## src/rtl/eq_bist_pkg.sv

```systemverilog
// Shared types and helpers for the equality-comparator BIST engine.
//   eq_bist_state_t : sweep controller state encoding
//   n_vectors()     : number of (a,b) operand pairs for a given operand width
package eq_bist_pkg;

  typedef enum logic [1:0] {
    IDLE   = 2'd0,
    SETTLE = 2'd1,
    CHECK  = 2'd2,
    DONE   = 2'd3
  } eq_bist_state_t;

  function automatic int unsigned n_vectors(input int unsigned width);
    return 32'(1) << (2 * width);
  endfunction

endpackage

```

## src/rtl/eq_vec_sweep.sv

```systemverilog
// Operand-pair index counter for the equality BIST sweep.
//   clk, reset : rising-edge clock, synchronous active-high reset
//   clr_i      : force index to 0 (wins over inc_i)
//   inc_i      : advance index; saturates at the last vector, never wraps
//   idx_o      : current index, {a, b} concatenated
//   last_o     : index is at its final value
module eq_vec_sweep #(
  parameter int unsigned WIDTH = 2
) (
  input  logic               clk,
  input  logic               reset,
  input  logic               clr_i,
  input  logic               inc_i,
  output logic [2*WIDTH-1:0] idx_o,
  output logic               last_o
);

  localparam int unsigned IDX_W = 2 * WIDTH;

  logic [IDX_W-1:0] idx_q;
  logic [IDX_W-1:0] idx_d;

  // Next index: clear has priority, increment holds at the final vector.
  always_comb begin
    idx_d = idx_q;
    if (clr_i) begin
      idx_d = '0;
    end else if (inc_i && !last_o) begin
      idx_d = idx_q + IDX_W'(1);
    end
  end

  always_ff @(posedge clk) begin
    if (reset) begin
      idx_q <= '0;
    end else begin
      idx_q <= idx_d;
    end
  end

  assign idx_o  = idx_q;
  assign last_o = (idx_q == {IDX_W{1'b1}});

endmodule

```

## src/rtl/eq_bist_driver.sv

```systemverilog
// Stimulus/response engine for a WIDTH-bit equality comparator. Sweeps every
// (a,b) pair, holds each for SETTLE_CYC cycles, then samples dut_aeqb once and
// checks it against a == b.
//   clk, reset      : rising-edge clock, synchronous active-high reset
//   start           : one-cycle request, honoured only in IDLE or DONE
//   dut_aeqb        : comparator equality output under test
//   a_out, b_out    : registered operands to the comparator
//   busy            : sweep in progress
//   done            : sweep finished, held until start or reset
//   pass            : done with zero mismatches (combinational)
//   err_cnt         : mismatching vector count, wide enough to never overflow
//   fail_valid      : first_fail_a/b hold a captured pair
//   first_fail_a/b  : operands of the first mismatching vector
module eq_bist_driver
  import eq_bist_pkg::*;
#(
  parameter int unsigned WIDTH      = 2,
  parameter int unsigned SETTLE_CYC = 2
) (
  input  logic               clk,
  input  logic               reset,
  input  logic               start,
  input  logic               dut_aeqb,
  output logic [WIDTH-1:0]   a_out,
  output logic [WIDTH-1:0]   b_out,
  output logic               busy,
  output logic               done,
  output logic               pass,
  output logic [2*WIDTH:0]   err_cnt,
  output logic               fail_valid,
  output logic [WIDTH-1:0]   first_fail_a,
  output logic [WIDTH-1:0]   first_fail_b
);

  localparam int unsigned IDX_W = 2 * WIDTH;
  localparam int unsigned ERR_W = 2 * WIDTH + 1;
  localparam int unsigned CNT_W = (SETTLE_CYC > 1) ? $clog2(SETTLE_CYC) : 1;

  eq_bist_state_t   state_q, state_d;
  logic [CNT_W-1:0] cnt_q, cnt_d;
  logic             busy_q, busy_d;
  logic             done_q, done_d;
  logic [ERR_W-1:0] err_q, err_d;
  logic             fv_q, fv_d;
  logic [WIDTH-1:0] ffa_q, ffa_d;
  logic [WIDTH-1:0] ffb_q, ffb_d;

  logic             sweep_clr;
  logic             sweep_inc;
  logic [IDX_W-1:0] sweep_idx;
  logic             sweep_last;
  logic             expected_c;

  eq_vec_sweep #(
    .WIDTH (WIDTH)
  ) u_sweep (
    .clk    (clk),
    .reset  (reset),
    .clr_i  (sweep_clr),
    .inc_i  (sweep_inc),
    .idx_o  (sweep_idx),
    .last_o (sweep_last)
  );

  // The operands are the index halves, so they are registered by construction.
  assign a_out      = sweep_idx[IDX_W-1:WIDTH];
  assign b_out      = sweep_idx[WIDTH-1:0];
  assign expected_c = (a_out == b_out);

  // State register.
  always_ff @(posedge clk) begin
    if (reset) begin
      state_q <= IDLE;
    end else begin
      state_q <= state_d;
    end
  end

  // Next-state and result-register logic.
  always_comb begin
    state_d   = state_q;
    cnt_d     = cnt_q;
    busy_d    = busy_q;
    done_d    = done_q;
    err_d     = err_q;
    fv_d      = fv_q;
    ffa_d     = ffa_q;
    ffb_d     = ffb_q;
    sweep_clr = 1'b0;
    sweep_inc = 1'b0;

    unique case (state_q)
      IDLE, DONE: begin
        if (start) begin
          sweep_clr = 1'b1;
          cnt_d     = '0;
          err_d     = '0;
          fv_d      = 1'b0;
          ffa_d     = '0;
          ffb_d     = '0;
          done_d    = 1'b0;
          busy_d    = 1'b1;
          state_d   = SETTLE;
        end
      end

      SETTLE: begin
        cnt_d = cnt_q + CNT_W'(1);
        if (cnt_q == CNT_W'(SETTLE_CYC - 1)) begin
          state_d = CHECK;
        end
      end

      CHECK: begin
        // dut_aeqb is looked at only here; settle-window glitches never count.
        if (dut_aeqb != expected_c) begin
          err_d = err_q + ERR_W'(1);
          if (!fv_q) begin
            fv_d  = 1'b1;
            ffa_d = a_out;
            ffb_d = b_out;
          end
        end
        if (sweep_last) begin
          done_d  = 1'b1;
          busy_d  = 1'b0;
          state_d = DONE;
        end else begin
          sweep_inc = 1'b1;
          cnt_d     = '0;
          state_d   = SETTLE;
        end
      end

      default: begin
        state_d = IDLE;
      end
    endcase
  end

  // Datapath/result registers.
  always_ff @(posedge clk) begin
    if (reset) begin
      cnt_q  <= '0;
      busy_q <= 1'b0;
      done_q <= 1'b0;
      err_q  <= '0;
      fv_q   <= 1'b0;
      ffa_q  <= '0;
      ffb_q  <= '0;
    end else begin
      cnt_q  <= cnt_d;
      busy_q <= busy_d;
      done_q <= done_d;
      err_q  <= err_d;
      fv_q   <= fv_d;
      ffa_q  <= ffa_d;
      ffb_q  <= ffb_d;
    end
  end

  assign busy         = busy_q;
  assign done         = done_q;
  assign pass         = done_q && (err_q == '0);
  assign err_cnt      = err_q;
  assign fail_valid   = fv_q;
  assign first_fail_a = ffa_q;
  assign first_fail_b = ffb_q;

endmodule
```

## config.mk

```make
export PLATFORM = sky130hd
export DESIGN_NAME = eq_bist_driver
export DESIGN_NICKNAME = d
export VERILOG_FILES = /design/src/rtl/eq_bist_pkg.sv /design/src/rtl/eq_vec_sweep.sv /design/src/rtl/eq_bist_driver.sv
export SDC_FILE = /design/constraint.sdc
export NUM_CORES = 1
export LEC_CHECK = 0
export BUFFER_PORTS_ARGS = -buffer_cell sky130_fd_sc_hd__buf_2
export CAP_MARGIN = 15
export CORE_MARGIN = 3
export CORE_UTILIZATION = 53
export CTS_CLUSTER_DIAMETER = 150
export DETAILED_ROUTE_END_ITERATION = 12
export PLACE_DENSITY = 0.77
export SETUP_SLACK_MARGIN = 0.3
export SLEW_MARGIN = 5
export SYNTH_ARGS = -nofsm -noshare
export SYNTH_HDL_FRONTEND = slang
export SYNTH_SLANG_ARGS = --single-unit
```

## constraint.sdc

```tcl
create_clock -name clk -period 3.5 [get_ports clk]
set_input_delay 0.175 -clock clk [delete_from_list [all_inputs] [get_ports clk]]
set_output_delay 0.175 -clock clk [all_outputs]
set_load 0.1 [all_outputs]
```

# Word level (Yosys, flattened, before mapping)
# Index checks and enable logic that the tools add are counted.
# word_totals
register_bits,19
output_inout_bits,17
elab_cells,65
# classes
n_addsub,3
eq_ne,12
mux,28
n_reduce_logical,13
# ops
cell,n
$mux 2,8
$mux 1,10
$mux 5,2
$ne 2x2->1 const B,5
$pmux 5 s2,1
$pmux 2 s2,2
$pmux 1 s2,3
$pmux 2 s3,1
$reduce_and 3->1,2
$add 5x1->5 const B,1
$logic_not 5->1,1
$add 4x1->4 const B,1
$eq 2x2->1 const B,2
$eq 4x4->1 const B,1
$reduce_and 2->1,2
$reduce_and 4->1,1
$reduce_or 2->1,2
$pmux 1 s3,1
$eq 2x1->1 const B,1
$eq 2x2->1,1
$logic_and 1x1->1,2
$logic_not 2->1,1
$ne 2x1->1 const B,1
$reduce_bool 2->1,1
other kinds (3),3

# Longest topological paths before layout
# Gate-level depths: netlist of the first run.
# depth
depth_word,4
ltp_mapped,8
mapped_depth_nobuf,7

# Cells and area by module
# Synthesis of the first run repeated with hierarchy kept, for this count alone.
# unflattened
cells_unflattened,139
hier_area_um2,1191.1
# by_module_without_submodules
mod,n_inst,cells_each,area_per_inst_um2,seq_area_each_um2
eq_bist_driver,1,117,979.7,300.3
eq_vec_sweep,1,22,211.5,80.1

# Worst setup path after synthesis of the first run
# No wires, ideal clock.
# synth_timing
path_type,register to output
from,"register done_q, in the netlist done"
to,output pass
t_arrival_ns,4.028
setup_slack_ns,-0.703
stages_incl_launch_ff,3
path_buffers,0
path_cell_list,dfxtp_1 -> inv_1 -> nor4_1
# synth_via
elab_chain_len,1
# synth_lines
item,line_no,rtl
from (decl),eq_bist_driver.sv:42,"logic done_q, done_d;"
from (signal assigned),eq_bist_driver.sv:154,done_q <= done_d;
$logic_and 1x1->1,eq_bist_driver.sv:164,assign pass = done_q && (err_q == '0);
to (decl),eq_bist_driver.sv:28,"output logic pass,"
# No other way between the ends.

# Worst setup path in the final report of the first run
# layout_timing
from,register state_q[0]
to,"register err_q[2], in the netlist err_cnt[2]"
# layout_via
elab_chain_len,4
# layout_lines
item,line_no,rtl
from (decl),eq_bist_driver.sv:39,"eq_bist_state_t state_q, state_d;"
from (signal assigned),eq_bist_driver.sv:75,state_q <= state_d;
$eq 2x2->1 / $logic_not 2->1 (equally long branches),eq_bist_driver.sv:92,unique case (state_q)
$reduce_or 2->1,eq_bist_driver.sv:92,
$ne 2x2->1 (no line) / $reduce_bool 2->1 (equally long branches),-,
$reduce_and 3->1 (no line),-,
to (signal assigned),eq_bist_driver.sv:155,err_q <= err_d;
to (decl),eq_bist_driver.sv:43,"logic [ERR_W-1:0] err_q, err_d;"
# Several ways; a longest one is shown, not always the timed one.
# A chain may end at the register's enable or synchronous reset.

==> results of run 1 <==
sequential cells by signal, summed over array words and instances (netlist names):
signal         count
busy               1
cnt_q              1
done               1
err_cnt            5
fail_valid         1
first_fail_a       2
first_fail_b       2
state_q            2
u_sweep.idx_o      4
power breakdown:
part           total (W)  switching [W]  internal [W]
clock network   0.000112      0.0000693     0.0000426
registers       0.000225     0.00000366      0.000221
logic          0.0000668      0.0000501     0.0000167
cells in the final DEF (no fill, tap or decap), types with 2 or more instances in the layout:
master / count
a21oi_1: 10
nand2_1: 16
and3_1: 2
nand3_1: 10
nand4_1: 6
a21o_1: 3
clkbuf_4: 3
nor3_1: 4
inv_2: 2
a31oi_1: 7
ha_1: 5
nor2_1: 9
dfxtp_1: 19
buf_2: 20
nand2b_1: 6
a211oi_1: 3
xnor2_1: 2
o21ai_0: 2
nor2b_1: 2
inv_1: 6
worst max-delay path, delay by kind of cell (launching register included):
kind            cells  cell delay [ns]
fa+ha+maj           1             0.34
simple gates        3             0.99
flops               1             0.34
compound gates      1             0.17
buf+inv             1             0.06
final timing paths:
kind	from	endpoint	slack [ns]	cells after the start
setup reg to reg	state_q[0]$_SDFFE_PP0P_	err_cnt[2]$_SDFFE_PP0P_	1.54	6
setup / recovery	state_q[0]$_SDFFE_PP0P_	err_cnt[2]$_SDFFE_PP0P_	1.54	6
hold reg to reg	cnt_q$_SDFFE_PP0P_	cnt_q$_SDFFE_PP0P_	0.51	2
hold / removal	reset	err_cnt[0]$_SDFFE_PP0P_	0.23	2
synthesized netlist by cell type (2+ instances only):
cell type | number | area, um^2
nand4_1 | 6 | 37.5
and3_1 | 2 | 12.5
nor3_1 | 4 | 20.0
inv_1 | 6 | 22.5
a211oi_1 | 3 | 22.5
dfxtp_1 | 19 | 380
nand2b_1 | 6 | 37.5
inv_2 | 2 | 7.51
nor2b_1 | 2 | 12.5
a31oi_1 | 7 | 43.8
ha_1 | 5 | 62.6
o21ai_0 | 2 | 10.0
nand2_1 | 16 | 60.1
clkbuf_1 | 4 | 15.0
xnor2_1 | 2 | 17.5
nor2_1 | 9 | 33.8
a21o_1 | 3 | 22.5
a21oi_1 | 10 | 50.1
nand3_1 | 10 | 50.1
logic make-up after synthesis:
group | Yosys count | synth area share (%)
simple gates | 61 | 30.2
compound gates | 31 | 18.7
flops | 19 | 36.7
buf+inv | 14 | 5.91
fa+ha+maj | 5 | 6.03
xor+xnor | 3 | 2.53
stage by stage:
step                power [W]  hold slack (ns)
floorplan            0.000282            0.244
global placement     0.000293            0.481
detailed placement   0.000296            0.493
CTS                  0.000406            0.220
global route         0.000424            0.236
finish               0.000403            0.228
per-layer routing:
metal  share of wire, %  vias to the layer above  global-route usage [%]
met5                  0                        -                       0
met2                 46                       28                    31.1
met4                2.9                        0                    11.5
li1                   -                      517                       -
met3                5.0                        6                    3.86
met1                 46                      490                    27.6
area by class of cell:
class / instances / area [um^2] / share of cell area (%)
well taps: 25 / 31.3 / 2.67
repair buffers: 20 / 100 / 8.55
flip-flops and latches: 19 / 380 / 32.5
clock buffers: 3 / 22.5 / 1.92
inverters: 8 / 30.0 / 2.56
clock inverters: 1 / 5.00 / 0.427
multi-input cells: 100 / 602 / 51.4
==> impl_metrics.py, run 1 <==
metrics = {
    "timing": {
        "slew_headroom_pct": 55.2,
        "setup_viol": 0,
        "finalMaxSlewViolations": 0,
        "fin_skew_ns": 0.00678,
        "final.period_utilization_pct": 56.1,
        "tns_ns": 0,
        "fin_crit_ns": 1.96,
        "worst_slack_ns": 1.54,
        "tightest_slew_ns": 0.672,
        "hold_viol_final": 0,
        "fmax_mhz": 509,
        "rsz0062_at_grt": "no",
    },
    "placement": {
        "hpwlAfterDp_um": 1660,
        "gp_congestion": 0.932,
        "placed_cells": 172,
        "dpl_cell_area_um2": 1140,
        "pre_cts_ws_ns": 1.56,
        "io_buffers": 20,
    },
    "synth": {
        "synth_warnings": 0,
        "synth_top_flop_cell": "dfxtp_1",
        "synth_cells": 133,
        "synth-seq-cells": 19,
        "avgSynthCellArea_um2": 7.80,
        "synth_edf_count": 0,
        "synth-async-reset-ratio_pct": 0,
        "synth_nets": 142,
        "yosysSeqAreaShare_pct": 36.7,
        "synthesis.area_um2": 1040,
        "yosysUniqueCellTypes": 34,
    },
    "grt": {
        "grt_pass1_vias": 938,
        "grt_antenna_before_repair": 0,
        "grt_max_degree": 21,
        "grt-ovfl-total": 0,
        "grt_pass1_wl_um": 4070,
        "grt_use_total_pct": 20.7,
    },
    "power_and_ir_drop": {
        "leakage_nw": 0.463,
        "powerDensity_nw_per_um2": 344,
        "peakVddDrop_mv": 0.306,
    },
    "clock_network": {
        "cts_resized": 0,
        "clock_latency_ns": 0.30,
        "cts_setup_buffers": 0,
        "cts.htree.levels": 1,
        "cts_hold_buf": 0,
        "clk_pin_slew_worst_paths_ns": 0.11,
        "numClockSinks": 19,
        "clockBufferDepth": 2,
        "cts_tree": "yes",
        "numCtsBuffers": 3,
        "cts-root-buf": "clkbuf_4",
    },
    "outcome": {
        "status": "completed",
    },
    "min_path": {
        "hp-class": "in2reg",
    },
    "flow_run": {
        "drv_cap": 0,
    },
    "floorplanning": {
        "core_area_um2": 1780,
        "die_x_um": 50.2,
        "row_count": 15,
        "die_h_um": 50.2,
        "die-area_um2": 2520,
        "start_util_pct": 58.2,
        "num_io_pins": 21,
    },
    "final_layout": {
        "fill_cells": 165,
        "stdcell_area_um2": 1170,
        "post-route-util_pct": 65.7,
        "post_route_cells_drive_above_1_share_pct": 19.9,
        "nets": 161,
        "n_antenna_cell": 0,
        "area_growth_pct": 12.9,
        "final_cells": 176,
    },
    "routing": {
        "wl_um": 2300,
        "remaining_drc_errors": 0,
        "wl_per_cell_um": 13.1,
        "viasPerCell": 5.91,
        "num_vias": 1041,
        "drtIter0Drc": 22,
        "antenna_left": 0,
        "dr.pass1.iters": 4,
    },
    "critical_path": {
        "critPathRequiredTime_ns": 3.74,
        "arrival_ns": 2.20,
        "crit_path_max_fanout": 12,
        "crit_slowest_cell": "or4_1",
        "cp-end-kind": "flip-flop",
        "crit_path_start_kind": "flip-flop",
        "crit_path_max_incr_delay_ns": 0.53,
        "critical_path_class": "reg2reg",
        "path_cells": "inv_1 > ha_1 > nand2b_1 > nand2b_1 > or4_1 > a31oi_1",
        "crit_top_cell": "nand2b_1",
    },
}
No activity file was read; power rests on OpenSTA's default activity.
==> inputs of run 2 (changes only) <==
ABC_AREA = 1   (was not set)
clock period = 1.9 ns   (was 3.5 ns; I/O delays follow)
==> impl_metrics.py, run 2 <==
metrics = {
    "final_layout": {
        "stdcell_area_um2": 1350,
        "area_growth_pct": 23.7,
        "final_cell_mix": "nand2_1 (27), inv_1 (25), buf_2 (19)",
        "n_antenna_cell": 0,
        "fill_cells": 146,
        "post_route_cells_drive_above_1_share_pct": 40.2,
        "mostFrequentLayoutCell": "nand2_1",
        "largest_register_ffs": 5,
        "nets": 184,
    },
    "min_path": {
        "hp-class": "in2reg",
    },
    "placement": {
        "io_buffers": 20,
        "hpwlAfterDp_um": 1670,
        "dpl_cell_area_um2": 1240,
        "gp_congestion": 0.848,
    },
    "grt": {
        "grt-ovfl-total": 0,
        "grt_antenna_before_repair": 0,
        "grt_pass1_wl_um": 3950,
        "grt_pass1_vias": 946,
        "grt_max_degree": 16,
        "grt_use_total_pct": 19.7,
    },
    "synth": {
        "synth_cells": 146,
        "synthesis.area_um2": 1090,
        "synth_nets": 155,
        "synth_most_common_cell": "nand2_1",
        "synth-async-reset-ratio_pct": 0,
        "synth_warnings": 0,
        "synth-seq-cells": 19,
        "avgSynthCellArea_um2": 7.49,
        "synth_top_flop_cell": "dfxtp_1",
        "yosysUniqueCellTypes": 26,
        "synth_edf_count": 0,
        "yosys-top-cells-area": "dfxtp_1 (35%), nand2_1 (9.6%), inv_1 (8.6%)",
        "yosysTopAreaCellShare_pct": 34.8,
        "yosysSeqAreaShare_pct": 34.8,
        "yosys.area.top_type": "dfxtp_1",
        "ys_top_cells_by_count": "nand2_1 (28), inv_1 (25), dfxtp_1 (19), nand2_2 (10), nor2_1 (10)",
    },
    "critical_path": {
        "critPathRequiredTime_ns": 2.09,
        "crit_path_max_fanout": 6,
        "cp-end-kind": "flip-flop",
        "crit_path_start_kind": "flip-flop",
        "critical_path_class": "reg2reg",
        "arrival_ns": 1.70,
    },
    "clock_network": {
        "numCtsBuffers": 3,
        "cts_tree": "yes",
        "cts-root-buf": "clkbuf_4",
        "clockBufferDepth": 2,
        "numClockSinks": 19,
        "clk_pin_slew_worst_paths_ns": 0.11,
        "cts.htree.levels": 1,
        "clock_latency_ns": 0.30,
    },
    "timing": {
        "tightest_slew_ns": 0.486,
        "final.period_utilization_pct": 79.7,
        "setup_viol": 0,
        "fin_skew_ns": 0.00691,
        "rsz0062_at_grt": "no",
        "finalMaxSlewViolations": 0,
        "tns_ns": 0,
        "fin_crit_ns": 1.51,
        "hold_viol_final": 0,
        "fmax_mhz": 660,
        "slew_headroom_pct": 67.8,
    },
    "flow_run": {
        "drv_cap": 0,
    },
    "floorplanning": {
        "num_io_pins": 21,
        "die-area_um2": 2640,
        "core_area_um2": 1840,
        "start_util_pct": 59.5,
        "die_h_um": 51.4,
        "row_count": 15,
        "die_x_um": 51.4,
    },
    "routing": {
        "viasPerCell": 5.05,
        "remaining_drc_errors": 0,
        "antenna_left": 0,
        "dr.pass1.iters": 4,
        "num_vias": 1005,
        "wl_um": 2320,
        "wl_per_cell_um": 11.7,
        "drtIter0Drc": 18,
    },
    "power_and_ir_drop": {
        "leakage_nw": 0.640,
        "peakVddDrop_mv": 0.510,
        "powerDensity_nw_per_um2": 808,
    },
    "outcome": {
        "status": "completed",
    },
}
[run 2: cell count changes in the layout (fill, tap and decap cells not counted), moves of 7 or more]
cell | before | now
buf_4 | 0 | 7
nand2_2 | 0 | 11
nand3_1 | 10 | 3
dfxtp_2 | 0 | 9
dfxtp_1 | 19 | 7
nand2_1 | 16 | 27
inv_1 | 6 | 25
[run 2: layout make-up]
| type | count | area [um^2] | share of cell area (%) |
|---|---|---|---|
| repair buffers | 27 | 168 | 12.4 |
| clock buffers | 4 | 26.3 | 1.94 |
| inverters | 26 | 97.6 | 7.22 |
| multi-input cells | 98 | 627 | 46.3 |
| well taps | 25 | 31.3 | 2.31 |
| flip-flops and latches | 19 | 403 | 29.8 |
[run 2: path summary, 6_finish.rpt]
kind,from,to,slack [ns],cells past startpoint
worst max-delay path,state_q[0]$_SDFFE_PP0P_,state_q[0]$_SDFFE_PP0P_,0.39,9
worst min-delay path,reset,fail_valid$_SDFFE_PP0P_,0.11,2
worst min register to register,busy$_SDFFE_PP0P_,busy$_SDFFE_PP0P_,0.45,2
worst max register to register,state_q[0]$_SDFFE_PP0P_,state_q[0]$_SDFFE_PP0P_,0.39,9
[run 2: per-layer routing]
layer / vias up / GRT usage, % / routed length [um]
li1: 527 / - / -
met1: 449 / 23.1 / 1050
met2: 25 / 33.7 / 1150
met3: 4 / 3.21 / 97
met4: 0 / 10.9 / 36
met5: - / 0 / 0
[run 2: worst max-delay path, stage by stage, from the launching register on]
cell and delay [ns]:
dfxtp_2 0.34, inv_1 0.04, ha_2 0.34, inv_2 0.06, nor2_4 0.14, nor2_4 0.05, buf_4 0.15, buf_4 0.13
a21oi_2 0.10, nor2_1 0.05
[run 2: kinds of logic (layout without fill, tap and decap cells)]
group | count (synthesis) | count (layout) | synth area share, %
AND/OR/NAND/NOR | 68 | 68 | 33.8
buffers and inverters | 29 | 57 | 10.2
AO/OA/AOI/OAI | 22 | 22 | 13.2
flip-flops | 19 | 19 | 34.8
adder cells (fa/ha/maj) | 5 | 5 | 5.72
XOR/XNOR | 3 | 3 | 2.40
[run 2: power by group]
group	internal (W)	switching (W)
Sequential	0.000425	0.0000154
Combinational	0.000122	0.000319
Clock	0.0000819	0.000129
Total	0.000630	0.000464
[run 2: through the flow]
stage / cells / util [%] / setup slack (ns) / hold slack [ns] / power (W)
6_report: 199 / 73.5 / 0.386 / 0.109 / 0.00109
5_1_grt: 199 / 73.5 / 0.284 / 0.110 / 0.00116
4_1_cts: 195 / 70.4 / 0.322 / 0.0981 / 0.00108
3_5_place_dp: 188 / 67.5 / 0.292 / 0.433 / 0.000845
3_3_place_gp: 188 / 67.5 / 0.374 / 0.431 / 0.000835
2_1_floorplan: 146 / - / 0.0985 / 0.259 / 0.000789
[run 2: timing repair]
action / 4_1_cts / 5_1_grt
buffers inserted: 3 / 4
hold buffers: 0 / 0
gates resized for setup: 2 / 8
pin swaps: 1 / 2
endpoints found under the setup margin: 3 / 12
==> inputs of run 3 (changes only) <==
CORE_UTILIZATION = 48   (was 53)
PLACE_DENSITY = 0.74   (was 0.77)
clock period = 1.3 ns   (was 1.9 ns; I/O delays follow)
==> impl_metrics.py, run 3 (synthesized netlist as in run 2, its figures left out) <==
metrics = {
    "timing": {
        "slew_headroom_pct": 75.8,
        "final.period_utilization_pct": 113,
        "hold_viol_final": 0,
        "setup_viol": 20,
        "hold_slack_ns": 0.123,
        "fin_crit_ns": 1.48,
        "finalMaxSlewViolations": 0,
        "tightest_slew_ns": 0.362,
        "fmax_mhz": 678,
        "rsz0062_at_grt": "yes",
        "worst_slack_ns": -0.175,
        "fin_skew_ns": 0.00238,
    },
    "grt": {
        "grt_use_met3_pct": 3.05,
        "grt_max_degree": 16,
        "gr-usage-met1_pct": 28.3,
        "grt-ovfl-total": 0,
        "grt_antenna_before_repair": 0,
        "grt_pass1_wl_um": 5260,
        "busiest_layer": "met2",
        "grt_pass1_vias": 1134,
        "grt_use_total_pct": 25.3,
        "grt_util_met2_pct": 48.2,
    },
    "final_layout": {
        "largest_register_ffs": 5,
        "multi_input_area_um2": 795,
        "area_growth_pct": 78.4,
        "n_antenna_cell": 0,
        "post_route_cells_drive_above_1_share_pct": 67.6,
        "regArea_um2": 427,
        "final_cell_mix": "nand2_1 (17), nand2_2 (15), buf_12 (14)",
        "stdcell_area_um2": 1950,
        "nets": 198,
        "final_cells": 215,
        "mostFrequentLayoutCell": "nand2_1",
        "fill_cells": 62,
    },
    "floorplanning": {
        "row_count": 16,
        "die-area_um2": 2890,
        "start_util_pct": 53.0,
        "die_x_um": 53.7,
        "num_io_pins": 21,
        "core_area_um2": 2060,
        "die_h_um": 53.7,
    },
    "routing": {
        "num_vias": 1246,
        "remaining_drc_errors": 0,
        "viasPerCell": 5.80,
        "wl_um": 4420,
        "dr.pass1.iters": 4,
        "wl_per_cell_um": 20.6,
        "drtIter0Drc": 57,
        "antenna_left": 0,
    },
    "critical_path": {
        "r2r_cells": 9,
        "r2r_slack_ns": -0.18,
        "critical_path_class": "reg2reg",
        "critPathRequiredTime_ns": 1.51,
        "crit_path_max_fanout": 7,
        "crit_start": "state_q[0]$_SDFFE_PP0P_",
        "arrival_ns": 1.69,
        "crit_path_start_kind": "flip-flop",
        "cp-end-kind": "flip-flop",
        "reg2reg_from": "state_q[0]$_SDFFE_PP0P_",
    },
    "placement": {
        "io_buffers": 20,
        "placed_cells": 194,
        "pre_cts_ws_ns": -0.0906,
        "hpwlAfterDp_um": 1770,
        "dpl_cell_area_um2": 1400,
        "gp_congestion": 0.878,
    },
    "power_and_ir_drop": {
        "powerDensity_nw_per_um2": 1020,
        "peakVddDrop_mv": 1.03,
        "p_sw_w": 0.000874,
        "total_power_w": 0.00199,
        "swShare_pct": 43.9,
        "p_seq_share_pct": 33.0,
        "leakage_nw": 0.823,
        "combPwrFrac_pct": 50.9,
        "p_int_w": 0.00112,
        "p_clk_share_pct": 16.1,
    },
    "clock_network": {
        "cts_tree": "yes",
        "cts_hold_buf": 0,
        "cts-root-buf": "clkbuf_4",
        "clockBufferDepth": 2,
        "numCtsBuffers": 3,
        "clock_latency_ns": 0.30,
        "cts.htree.levels": 1,
        "clk_pin_slew_worst_paths_ns": 0.12,
        "numClockSinks": 19,
    },
    "flow_run": {
        "drv_cap": 0,
    },
    "min_path": {
        "hp-class": "in2reg",
        "holdPathStages": 4,
        "hp-start": "start",
    },
    "outcome": {
        "failed_checks": "setup timing",
        "status": "finished with violations",
    },
}
==> run 3: cell types whose count changed in the layout (fill, tap and decap cells not counted), moves of 8 or more <==
cell	before	now
dfxtp_4	3	11
inv_2	1	11
inv_1	25	11
nand2_1	27	17
buf_12	1	14
buf_6	0	10
buf_2	19	3
==> run 3: per-layer routing <==
metal,vias up,routed length (um)
met5,-,0
met4,0,217
met3,22,304
met2,64,2310
met1,603,1590
li1,557,-
==> run 3: per-stage QoR <==
step           util, %  TNS, ns
2_1_floorplan        -   -0.782
3_3_place_gp      68.0  -0.0575
3_5_place_dp      68.0   -0.513
4_1_cts           85.4   -0.931
5_1_grt           94.6    -3.14
6_report          94.6    -2.12
==> run 3: timing repair <==
item | in CTS | in global routing
gates resized for setup | 68 | 40
pin swaps | 12 | 13
endpoints found under the setup margin | 36 | 34
setup buffers | 8 | 8
cloned | 1 | 0
==> run 3: final timing paths <==
check,end
max,first_fail_a[0]$_SDFFE_PP0P_
min,u_sweep.idx_o[0]$_SDFFE_PP0P_
max reg2reg,first_fail_a[0]$_SDFFE_PP0P_
min reg2reg,busy$_SDFFE_PP0P_
==> run 3: cell type report <==
class                   instances  area share [%]
clock inverters                 1           0.257
repair buffers                 41            28.7
flip-flops and latches         19            21.9
inverters                      26            5.52
clock buffers                   3            1.15
well taps                      27            1.73
multi-input cells              98            40.7
==> run 3: worst max-delay path: stages, from the launching register on <==
cell and delay (ns):
dfxtp_2 0.36, inv_2 0.05, ha_4 0.23, inv_4 0.06
nor2_4 0.04, nor2_4 0.15, buf_12 0.16, nand4_1 0.16
nand2_1 0.14, nor2_2 0.05
==> run 3: power groups by stage <==
stage	Sequential (W)	Combinational [W]	Clock (W)
final	0.000656	0.00101	0.000321
after global routing	0.000660	0.00105	0.000346
after CTS	0.000642	0.000847	0.000327
after detailed placement	0.000650	0.000661	0
after global placement	0.000647	0.000655	0
after floorplan	0.000865	0.000318	0
